[src/rtl/pipe_hazard_ctrl_pkg.sv]
// Shared processor package for the pipeline hazard controller.
// Holds the register-specifier width and the action/state encoding that is
// reported on the controller's registered state output.
package pipe_hazard_ctrl_pkg;

  localparam int REG_ADDR_WIDTH = 4;

  // Action selected each cycle; also the value registered on `state`.
  typedef enum logic [2:0] {
    ACT_RUN        = 3'd0,
    ACT_DMEM_WAIT  = 3'd1,
    ACT_REDIRECT   = 3'd2,
    ACT_LOAD_STALL = 3'd3,
    ACT_IMEM_WAIT  = 3'd4
  } action_e;

endpackage

[src/rtl/pipe_hazard_ctrl_sat_counter.sv]
// sat_counter: saturating up-counter used for the performance counters.
// Ports:
//   clk    - clock, rising edge
//   clr    - synchronous clear (wins over inc)
//   inc    - increment by one this cycle, holds at all-ones
//   count  - current count
module sat_counter #(
  parameter int WIDTH = 32
) (
  input  logic             clk,
  input  logic             clr,
  input  logic             inc,
  output logic [WIDTH-1:0] count
);

  always_ff @(posedge clk) begin
    if (clr) begin
      count <= '0;
    end else if (inc && (count != {WIDTH{1'b1}})) begin
      count <= count + 1'b1;
    end
  end

endmodule

[src/rtl/pipe_hazard_ctrl.sv]
// pipe_hazard_ctrl: in-order pipeline hazard controller.
// Chooses one action per cycle (data-memory wait, redirect, load-use stall,
// fetch wait, run) and drives PC enable plus IF/ID and ID/EX latch
// stall/flush controls combinationally. Registers the chosen action on
// `state`, keeps stall/flush performance counters and a sticky data-memory
// timeout flag.
// Ports:
//   clk, reset                    - clock, synchronous active-high reset
//   id_valid, id_rs1/2, id_use_*  - ID stage instruction and sources
//   ex_is_load, ex_rd             - EX stage load and destination
//   ex_redirect                   - taken branch/jump resolved in EX
//   imem_ready                    - fetch data valid
//   dmem_req, dmem_ready          - MEM stage access outstanding / completing
//   pc_en                         - PC write enable
//   if_stall, if_flush            - IF/ID latch controls
//   id_stall, id_flush            - ID/EX latch controls
//   state                         - action selected in the previous cycle
//   stall_count, flush_count      - saturating performance counters
//   mem_timeout                   - sticky data-memory timeout error
module pipe_hazard_ctrl
  import pipe_hazard_ctrl_pkg::*;
#(
  parameter int REG_ADDR_WIDTH = pipe_hazard_ctrl_pkg::REG_ADDR_WIDTH,
  parameter int COUNT_WIDTH    = 32,
  parameter int TIMEOUT        = 255
) (
  input  logic                      clk,
  input  logic                      reset,
  input  logic                      id_valid,
  input  logic [REG_ADDR_WIDTH-1:0] id_rs1,
  input  logic [REG_ADDR_WIDTH-1:0] id_rs2,
  input  logic                      id_use_rs1,
  input  logic                      id_use_rs2,
  input  logic                      ex_is_load,
  input  logic [REG_ADDR_WIDTH-1:0] ex_rd,
  input  logic                      ex_redirect,
  input  logic                      imem_ready,
  input  logic                      dmem_req,
  input  logic                      dmem_ready,
  output logic                      pc_en,
  output logic                      if_stall,
  output logic                      if_flush,
  output logic                      id_stall,
  output logic                      id_flush,
  output logic [2:0]                state,
  output logic [COUNT_WIDTH-1:0]    stall_count,
  output logic [COUNT_WIDTH-1:0]    flush_count,
  output logic                      mem_timeout
);

  logic    hazard;
  action_e act;
  action_e state_q;
  logic [7:0] wait_cnt;
  logic [7:0] wait_nxt;

  // Register x0 is hardwired to zero, so a load targeting it never blocks.
  assign hazard = id_valid && ex_is_load && (ex_rd != '0) &&
                  ((id_use_rs1 && (id_rs1 == ex_rd)) ||
                   (id_use_rs2 && (id_rs2 == ex_rd)));

  // Data-memory wait has top priority: EX is frozen, so a redirect seen
  // there is replayed once the wait ends.
  always_comb begin
    if (dmem_req && !dmem_ready) act = ACT_DMEM_WAIT;
    else if (ex_redirect)        act = ACT_REDIRECT;
    else if (hazard)             act = ACT_LOAD_STALL;
    else if (!imem_ready)        act = ACT_IMEM_WAIT;
    else                         act = ACT_RUN;
  end

  always_comb begin
    pc_en    = 1'b1;
    if_stall = 1'b0;
    if_flush = 1'b0;
    id_stall = 1'b0;
    id_flush = 1'b0;
    if (reset) begin
      // Hold the front end empty while in reset.
      pc_en    = 1'b0;
      if_flush = 1'b1;
      id_flush = 1'b1;
    end else begin
      unique case (act)
        ACT_DMEM_WAIT: begin
          pc_en    = 1'b0;
          if_stall = 1'b1;
          id_stall = 1'b1;
        end
        ACT_REDIRECT: begin
          if_flush = 1'b1;
          id_flush = 1'b1;
        end
        ACT_LOAD_STALL: begin
          pc_en    = 1'b0;
          if_stall = 1'b1;
          id_flush = 1'b1;
        end
        ACT_IMEM_WAIT: begin
          pc_en    = 1'b0;
          if_flush = 1'b1;
        end
        default: begin
          pc_en = 1'b1;
        end
      endcase
    end
  end

  assign wait_nxt = (wait_cnt == 8'hFF) ? 8'hFF : wait_cnt + 8'd1;

  always_ff @(posedge clk) begin
    if (reset) begin
      state_q     <= ACT_RUN;
      wait_cnt    <= 8'd0;
      mem_timeout <= 1'b0;
    end else begin
      state_q <= act;
      if (act == ACT_DMEM_WAIT) begin
        wait_cnt <= wait_nxt;
        // Flag on the same edge the count reaches the limit.
        if (int'(wait_nxt) >= TIMEOUT) mem_timeout <= 1'b1;
      end else begin
        wait_cnt <= 8'd0;
      end
    end
  end

  assign state = state_q;

  sat_counter #(.WIDTH(COUNT_WIDTH)) u_stall_cnt (
    .clk   (clk),
    .clr   (reset),
    .inc   (!pc_en),
    .count (stall_count)
  );

  sat_counter #(.WIDTH(COUNT_WIDTH)) u_flush_cnt (
    .clk   (clk),
    .clr   (reset),
    .inc   (act == ACT_REDIRECT),
    .count (flush_count)
  );

endmodule

[config.mk]
export PLATFORM = sky130hd
export DESIGN_NAME = pipe_hazard_ctrl
export DESIGN_NICKNAME = d
export VERILOG_FILES = /design/src/rtl/pipe_hazard_ctrl_pkg.sv /design/src/rtl/pipe_hazard_ctrl_sat_counter.sv /design/src/rtl/pipe_hazard_ctrl.sv
export SDC_FILE = /design/constraint.sdc
export NUM_CORES = 1
export LEC_CHECK = 0
export CAP_MARGIN = 30
export CORE_AREA = 2 2 96 107
export DETAILED_ROUTE_END_ITERATION = 12
export DIE_AREA = 0 0 98 109
export GPL_TIMING_DRIVEN = 0
export PLACE_DENSITY = 0.72
export SLEW_MARGIN = 20
export SYNTH_ARGS = -nofsm -noshare
export SYNTH_HDL_FRONTEND = slang
export SYNTH_SLANG_ARGS = --single-unit
[constraint.sdc]
create_clock -name clk -period 3.2 [get_ports clk]
set_input_delay 0.8 -clock clk [delete_from_list [all_inputs] [get_ports clk]]
set_output_delay 0.8 -clock clk [all_outputs]
set_load 0.1 [all_outputs]
==> results of run 1 <==
-- final cells by class --
type	count	area [sq um]	area share (%)
clock inverter	5	85.1	1.63
multi-input combinational	351	2200	42.2
sequential	76	1520	29.2
tap	120	150	2.88
timing repair buffer	95	990	19.0
inverter	8	30.0	0.577
buffer	20	95.1	1.83
clock buffer	11	141	2.71
-- per-layer routing --
metal,up-vias,GRT usage [%],part of all wire [%]
li1,1848,-,-
met1,1793,23.5,43
met2,114,34.9,49
met3,16,5.26,6.1
met4,0,7.04,1.9
met5,-,0,0
-- kinds of logic (layout without fill, tap and decap cells) --
logic type,count (synthesis),after routing
AO/OA/AOI/OAI,61,61
multiplexers,5,5
flip-flops,76,76
XOR/XNOR,46,46
AND/OR/NAND/NOR,236,236
adder cells (fa/ha/maj),3,3
buffers and inverters,28,139
-- layout by cell type, fill, tap and decap left out, types with 4 or more instances in the layout --
master	n
nor2_2	5
dlygate4sd2_1	4
or3_1	11
nor3_1	19
o21ai_0	12
dlymetal6s2s_1	7
clkbuf_8	10
buf_2	7
and4_1	7
nor4_1	5
nand3_1	33
o31ai_1	9
nand2_1	26
nand2b_1	5
or4_1	11
nor2b_1	4
xor2_1	26
nand4_1	19
inv_1	8
nor2_1	57
nor3b_1	5
dfxtp_1	76
xnor2_1	20
a21oi_1	25
and3_1	11
clkdlybuf4s50_1	78
clkbuf_1	11
-- path summary, 6_finish.rpt --
kind	end	startpoint	cells after the start	slack (ns)
hold / removal	mem_timeout	mem_timeout	2	0.48
setup / recovery	if_stall	ex_rd[2]	9	0.04
setup reg to reg	u_stall_cnt.count[1]	u_stall_cnt.count[18]	9	0.69
hold reg to reg	mem_timeout	mem_timeout	2	0.48
-- critical path, stage by stage --
cell and delay, ns:
dlygate4sd2_1 0.28, xor2_1 0.17, nor3_1 0.24, and4_4 0.29, nor2_4 0.05, nor2_2 0.11, nor2_2 0.07, nor2_2 0.15
buf_12 0.19
-- state kept, by name (all words and copies together), names as in the netlist --
register,count
state,3
u_stall_cnt.count,32
mem_timeout,1
wait_cnt,8
u_flush_cnt.count,32
-- through the flow --
step	cell area (sq um)	TNS [ns]	hold slack, ns
after floorplan	3790	0	0.458
after global placement	4880	-8.59	0.454
after detailed placement	4880	-10.87	0.462
after CTS	5170	-0.00519	0.482
after global routing	5210	-0.0154	0.518
final	5210	0	0.478
-- power groups by stage --
stage               Clock (mW)  Combinational (mW)  Sequential, mW
finish                   0.832               0.250           0.966
global route             0.892               0.262           0.967
CTS                      0.848               0.248           0.966
detailed placement           0               0.239           0.988
global placement             0               0.236           0.987
floorplan                    0              0.0960            1.05
-- repair_timing --
| item | 4_1_cts | 5_1_grt |
|---|---|---|
| buffers inserted | 0 | 1 |
| gates cloned | 0 | 0 |
| endpoints found under the setup margin | 5 | 5 |
| pin swaps | 3 | 8 |
| gates resized for setup | 61 | 13 |
==> flow_metrics.tcl, run 1 <==
set metrics [dict create \
    path_max_fanout 3 \
    setup_ws_ns 0.0431 \
    rows 38 \
    ys_warn_count 0 \
    p_int_mw 1.50 \
    hold_viol 0 \
    synth_xor_area_share_pct 10.7 \
    placed_cells 669 \
    synth.distinct_cells 43 \
    worst_pin_slew_ns 0.999 \
    synth-simple-area-share_pct 33.7 \
    final_cells 686 \
    cp.required_ns 2.40 \
    p_per_area_mw_per_mm2 393 \
    ant_nets 0 \
    synth_top_cell_by_area "dfxtp_1" \
    slew-limit-headroom_pct 33.2 \
    wl_per_cell_um 15.4 \
    p_comb_share_pct 12.2 \
    synth_compound_area_share_pct 9.95 \
    synth_area_sq_mm 0.00377 \
    initial_core_util_pct 39.1 \
    die-area_sq_mm 0.0107 \
    synthMuxAreaShare_pct 1.43 \
    final_nets 586 \
    ys_top_cells_by_area "dfxtp_1 40%, nor2_1 6.3%, xor2_1 6.0%, xnor2_1 4.6%, nand3_1 4.4%" \
    synth_most_common_cell "dfxtp_1" \
    synth-seq-area-share_pct 40.3 \
    drv_cap 0 \
    postSynthRegisterBits 76 \
    clock_power_share_pct 40.6 \
    power_mw 2.05 \
    swShare_pct 27.0 \
    cts_root_buffer "clkbuf_8" \
    ys_top_cells_by_count "76 x dfxtp_1, 63 x nor2_1, 33 x nand3_1" \
    drt_iter0_markers 90 \
    fin_crit_ns 3.16 \
    switchingPower_uw 553 \
    drc 0 \
    port_buffers 94 \
    antenna_found_initial 0 \
    ys.flop_type "dfxtp_1" \
    pwr-share-seq_pct 47.1 \
    async_flop_share_pct 0 \
    status "complete, no violations" \
    path_class "in2out" \
    grt_use_total_pct 19.9 \
    grt_pass1_vias 3561 \
    cp-start-kind "input port" \
    synthCells 455 \
    n_antenna_cell 0 \
    grt_max_degree 14 \
    timing.final.max_slew_violations 0 \
    path_clk_slew_ns 0.08 \
    htree_levels 3 \
    post-route-util_pct 54.0 \
    dr.pass1.iters 4 \
    core-area_sq_mm 0.00965 \
    syn_nets 480 \
    crit_path_end_kind "output pin" \
    netlist.area_leader.share_pct 40.3 \
    grt_overflow 0 \
    synthAdderAreaFrac_pct 0.995 \
    vdd_drop_max_uv 170 \
    finalWirelength_um 10600 \
    pre_cts_slack_ns -1.38 \
    vias 3771 \
    clock_path_buffers 2 \
    io_pins 95 \
    cts_sinks 76 \
    grt_pass1_wl_um 17200 \
    fillers 900 \
    leakage_nw 1.84 \
    synth_top_family_by_area "simple AND/OR/NAND/NOR gates" \
    arrival_ns 2.36 \
    cts-buffers-inserted 9 \
    setup_viol 0 \
    clock_latency_ns 0.36 \
    cts_tree "yes" \
    die_w_um 98 \
    areaGrowthSynthToFinish_pct 38.0 \
    synth-edff-count 0 \
    skew_ns 0.00941 \
    via_per_inst 5.50 \
    drive_above_1_share_pct 10.6 \
    max_freq_mhz 317 \
    min_path_type "reg2reg" \
    avgSynthCellArea_sq_um 8.29 \
    die_height_um 109 \
    cts_hold_buf 0 \
    hpwl_um 7690 \
    gp_congestion 0.868 \
    fin_crit_sh_pct 98.7 \
]
Power figures use the tool's default switching activity.
==> run 2: changes to the inputs <==
--- a/config.mk
+++ b/config.mk
@@ -11,6 +11,7 @@
 export DIE_AREA = 0 0 98 109
 export GPL_TIMING_DRIVEN = 0
 export PLACE_DENSITY = 0.72
+export SETUP_SLACK_MARGIN = 0.3
 export SLEW_MARGIN = 20
 export SYNTH_ARGS = -nofsm -noshare
 export SYNTH_HDL_FRONTEND = slang
==> constraint.sdc (replaced) <==
create_clock -name clk -period 3.7 [get_ports clk]
set_input_delay 0.925 -clock clk [delete_from_list [all_inputs] [get_ports clk]]
set_output_delay 0.925 -clock clk [all_outputs]
set_load 0.1 [all_outputs]
==> run 2 against run 1 <==
Worst setup slack gained 0.30 ns. Sequential power shrank 14%. Clock skew decreased by 0.0012 ns. Power down 13%. Clock-buffer cell count unchanged. Die area stayed put. First-iteration DRC count up 6.7%. Register-to-register slack gained 0.52 ns. Critical endpoint unchanged. Largest cell class unchanged. Largest power group unchanged.
==> flow_metrics.tcl, run 2 (same netlist as run 1, synthesis figures left out) <==
set metrics [dict create \
    path_max_fanout 10 \
    vias 3768 \
    grt_pass1_wl_um 17200 \
    worstRegToRegCells 9 \
    hold_path_depth 2 \
    worst_pin_slew_ns 0.998 \
    multi_input_comb_area_sq_mm 0.00220 \
    r2r_slack_ns 1.21 \
    largestRegisters "u_flush_cnt.count x32, u_stall_cnt.count x32, wait_cnt x8" \
    core-area_sq_mm 0.00965 \
    fin_crit_ns 3.36 \
    min_path_type "reg2reg" \
    final_common_cell "clkdlybuf4s50_1" \
    r2r_start "u_stall_cnt.count[18]" \
    grt_pass1_vias 3574 \
    die_w_um 98 \
    grt_max_degree 14 \
    drt_iter0_markers 96 \
    drive_above_1_share_pct 10.8 \
    cts_hold_buf 0 \
    drc 0 \
    cp-start-kind "input port" \
    n_antenna_cell 0 \
    setup_viol 0 \
    cts_tree "yes" \
    rows 38 \
    final_cells 686 \
    dr.pass1.iters 5 \
    htree_levels 3 \
    port_buffers 94 \
    io_pins 95 \
    rsz0062_at_grt "true" \
    areaGrowthSynthToFinish_pct 38.0 \
    placed_cells 669 \
    wl_per_cell_um 15.5 \
    die_height_um 109 \
    fin_crit_sh_pct 90.8 \
    cp.required_ns 2.77 \
    clock_path_buffers 2 \
    grt_use_total_pct 19.9 \
    die-area_sq_mm 0.0107 \
    r2r_end "u_stall_cnt.count[1]" \
    hpwl_um 7690 \
    final_nets 586 \
    arrival_ns 2.44 \
    grt_overflow 0 \
    final_cell_mix "79 x clkdlybuf4s50_1, 76 x dfxtp_1, 57 x nor2_1" \
    skew_ns 0.00822 \
    initial_core_util_pct 39.1 \
    leakage_nw 1.83 \
    crit_path_end_kind "output pin" \
    path_clk_slew_ns 0.08 \
    clock_latency_ns 0.36 \
    cts_root_buffer "clkbuf_8" \
    gp_congestion 0.868 \
    fin_area_sq_mm 0.00521 \
    cts_sinks 76 \
    antenna_found_initial 0 \
    hold_start "mem_timeout" \
    hold_viol 0 \
    timing.final.max_slew_violations 0 \
    max_freq_mhz 298 \
    fillers 903 \
    regArea_sq_mm 0.00152 \
    slew-limit-headroom_pct 33.3 \
    ant_nets 0 \
    finalWirelength_um 10600 \
    status "complete, no violations" \
    vdd_drop_max_uv 147 \
    cts-buffers-inserted 9 \
    placed_area_sq_mm 0.00488 \
    drv_cap 0 \
    via_per_inst 5.49 \
    hold_end "mem_timeout" \
    p_per_area_mw_per_mm2 341 \
    path_class "in2out" \
]
run 2: worst max path at each step:
stage / slack [ns] / cells after the start / from / endpoint
floorplan: 0.28 / 6 / ex_rd[0] / if_flush
global placement: -1.11 / 6 / reset / if_stall
detailed placement: -1.13 / 6 / reset / if_stall
CTS: 0.24 / 9 / id_rs2[0] / if_stall
global route: 0.24 / 6 / reset / if_stall
finish: 0.34 / 6 / reset / if_stall
run 2: metrics by stage:
step                      power (mW)  hold WS, ns  TNS (ns)  utilization, %  setup WS [ns]
after detailed placement        1.06        0.462     -4.58            50.5          -1.13
after global routing            1.84        0.518         0            53.9          0.243
final                           1.77        0.479         0            53.9          0.339
after floorplan                0.989        0.458         0               -          0.279
after CTS                       1.78        0.482         0            53.5          0.245
after global placement          1.06        0.454     -4.40            50.5          -1.11
run 2: layout make-up:
class                   count  area share, %
clock buffers              11           2.72
plain buffers              20           1.87
well taps                 120           2.88
flip-flops and latches     76           29.2
inverters                   8          0.577
multi-input cells         351           42.2
clock inverters             5           1.63
repair buffers             95           18.9
run 2: timing repair:
item / in CTS / in global routing
resized for setup: 61 / 15
pin swaps: 3 / 12
cloned: 0 / 0
endpoints found under the setup margin: 5 / 5
endpoints found under the hold margin: 0 / 0
setup buffers: 0 / 1
run 2: worst max-delay path, cell delays in order:
cell	delay [ns]
clkdlybuf4s50_1	0.61
buf_4	0.22
clkbuf_4	0.22
clkbuf_4	0.23
nor2_2	0.06
buf_12	0.16
run 2: metal layers:
metal  vias up  share of wire (%)  global-route usage [%]
met5         -                  0                       0
met4         0                1.6                    7.04
met3        15                5.2                    5.19
met2       113                 50                    35.0
met1      1795                 43                    23.5
li1       1845                  -                       -
run 2: report_power, final:
part / switching [mW] / internal, mW
sequential: 0.00998 / 0.825
combinational: 0.149 / 0.0679
clock: 0.320 / 0.401
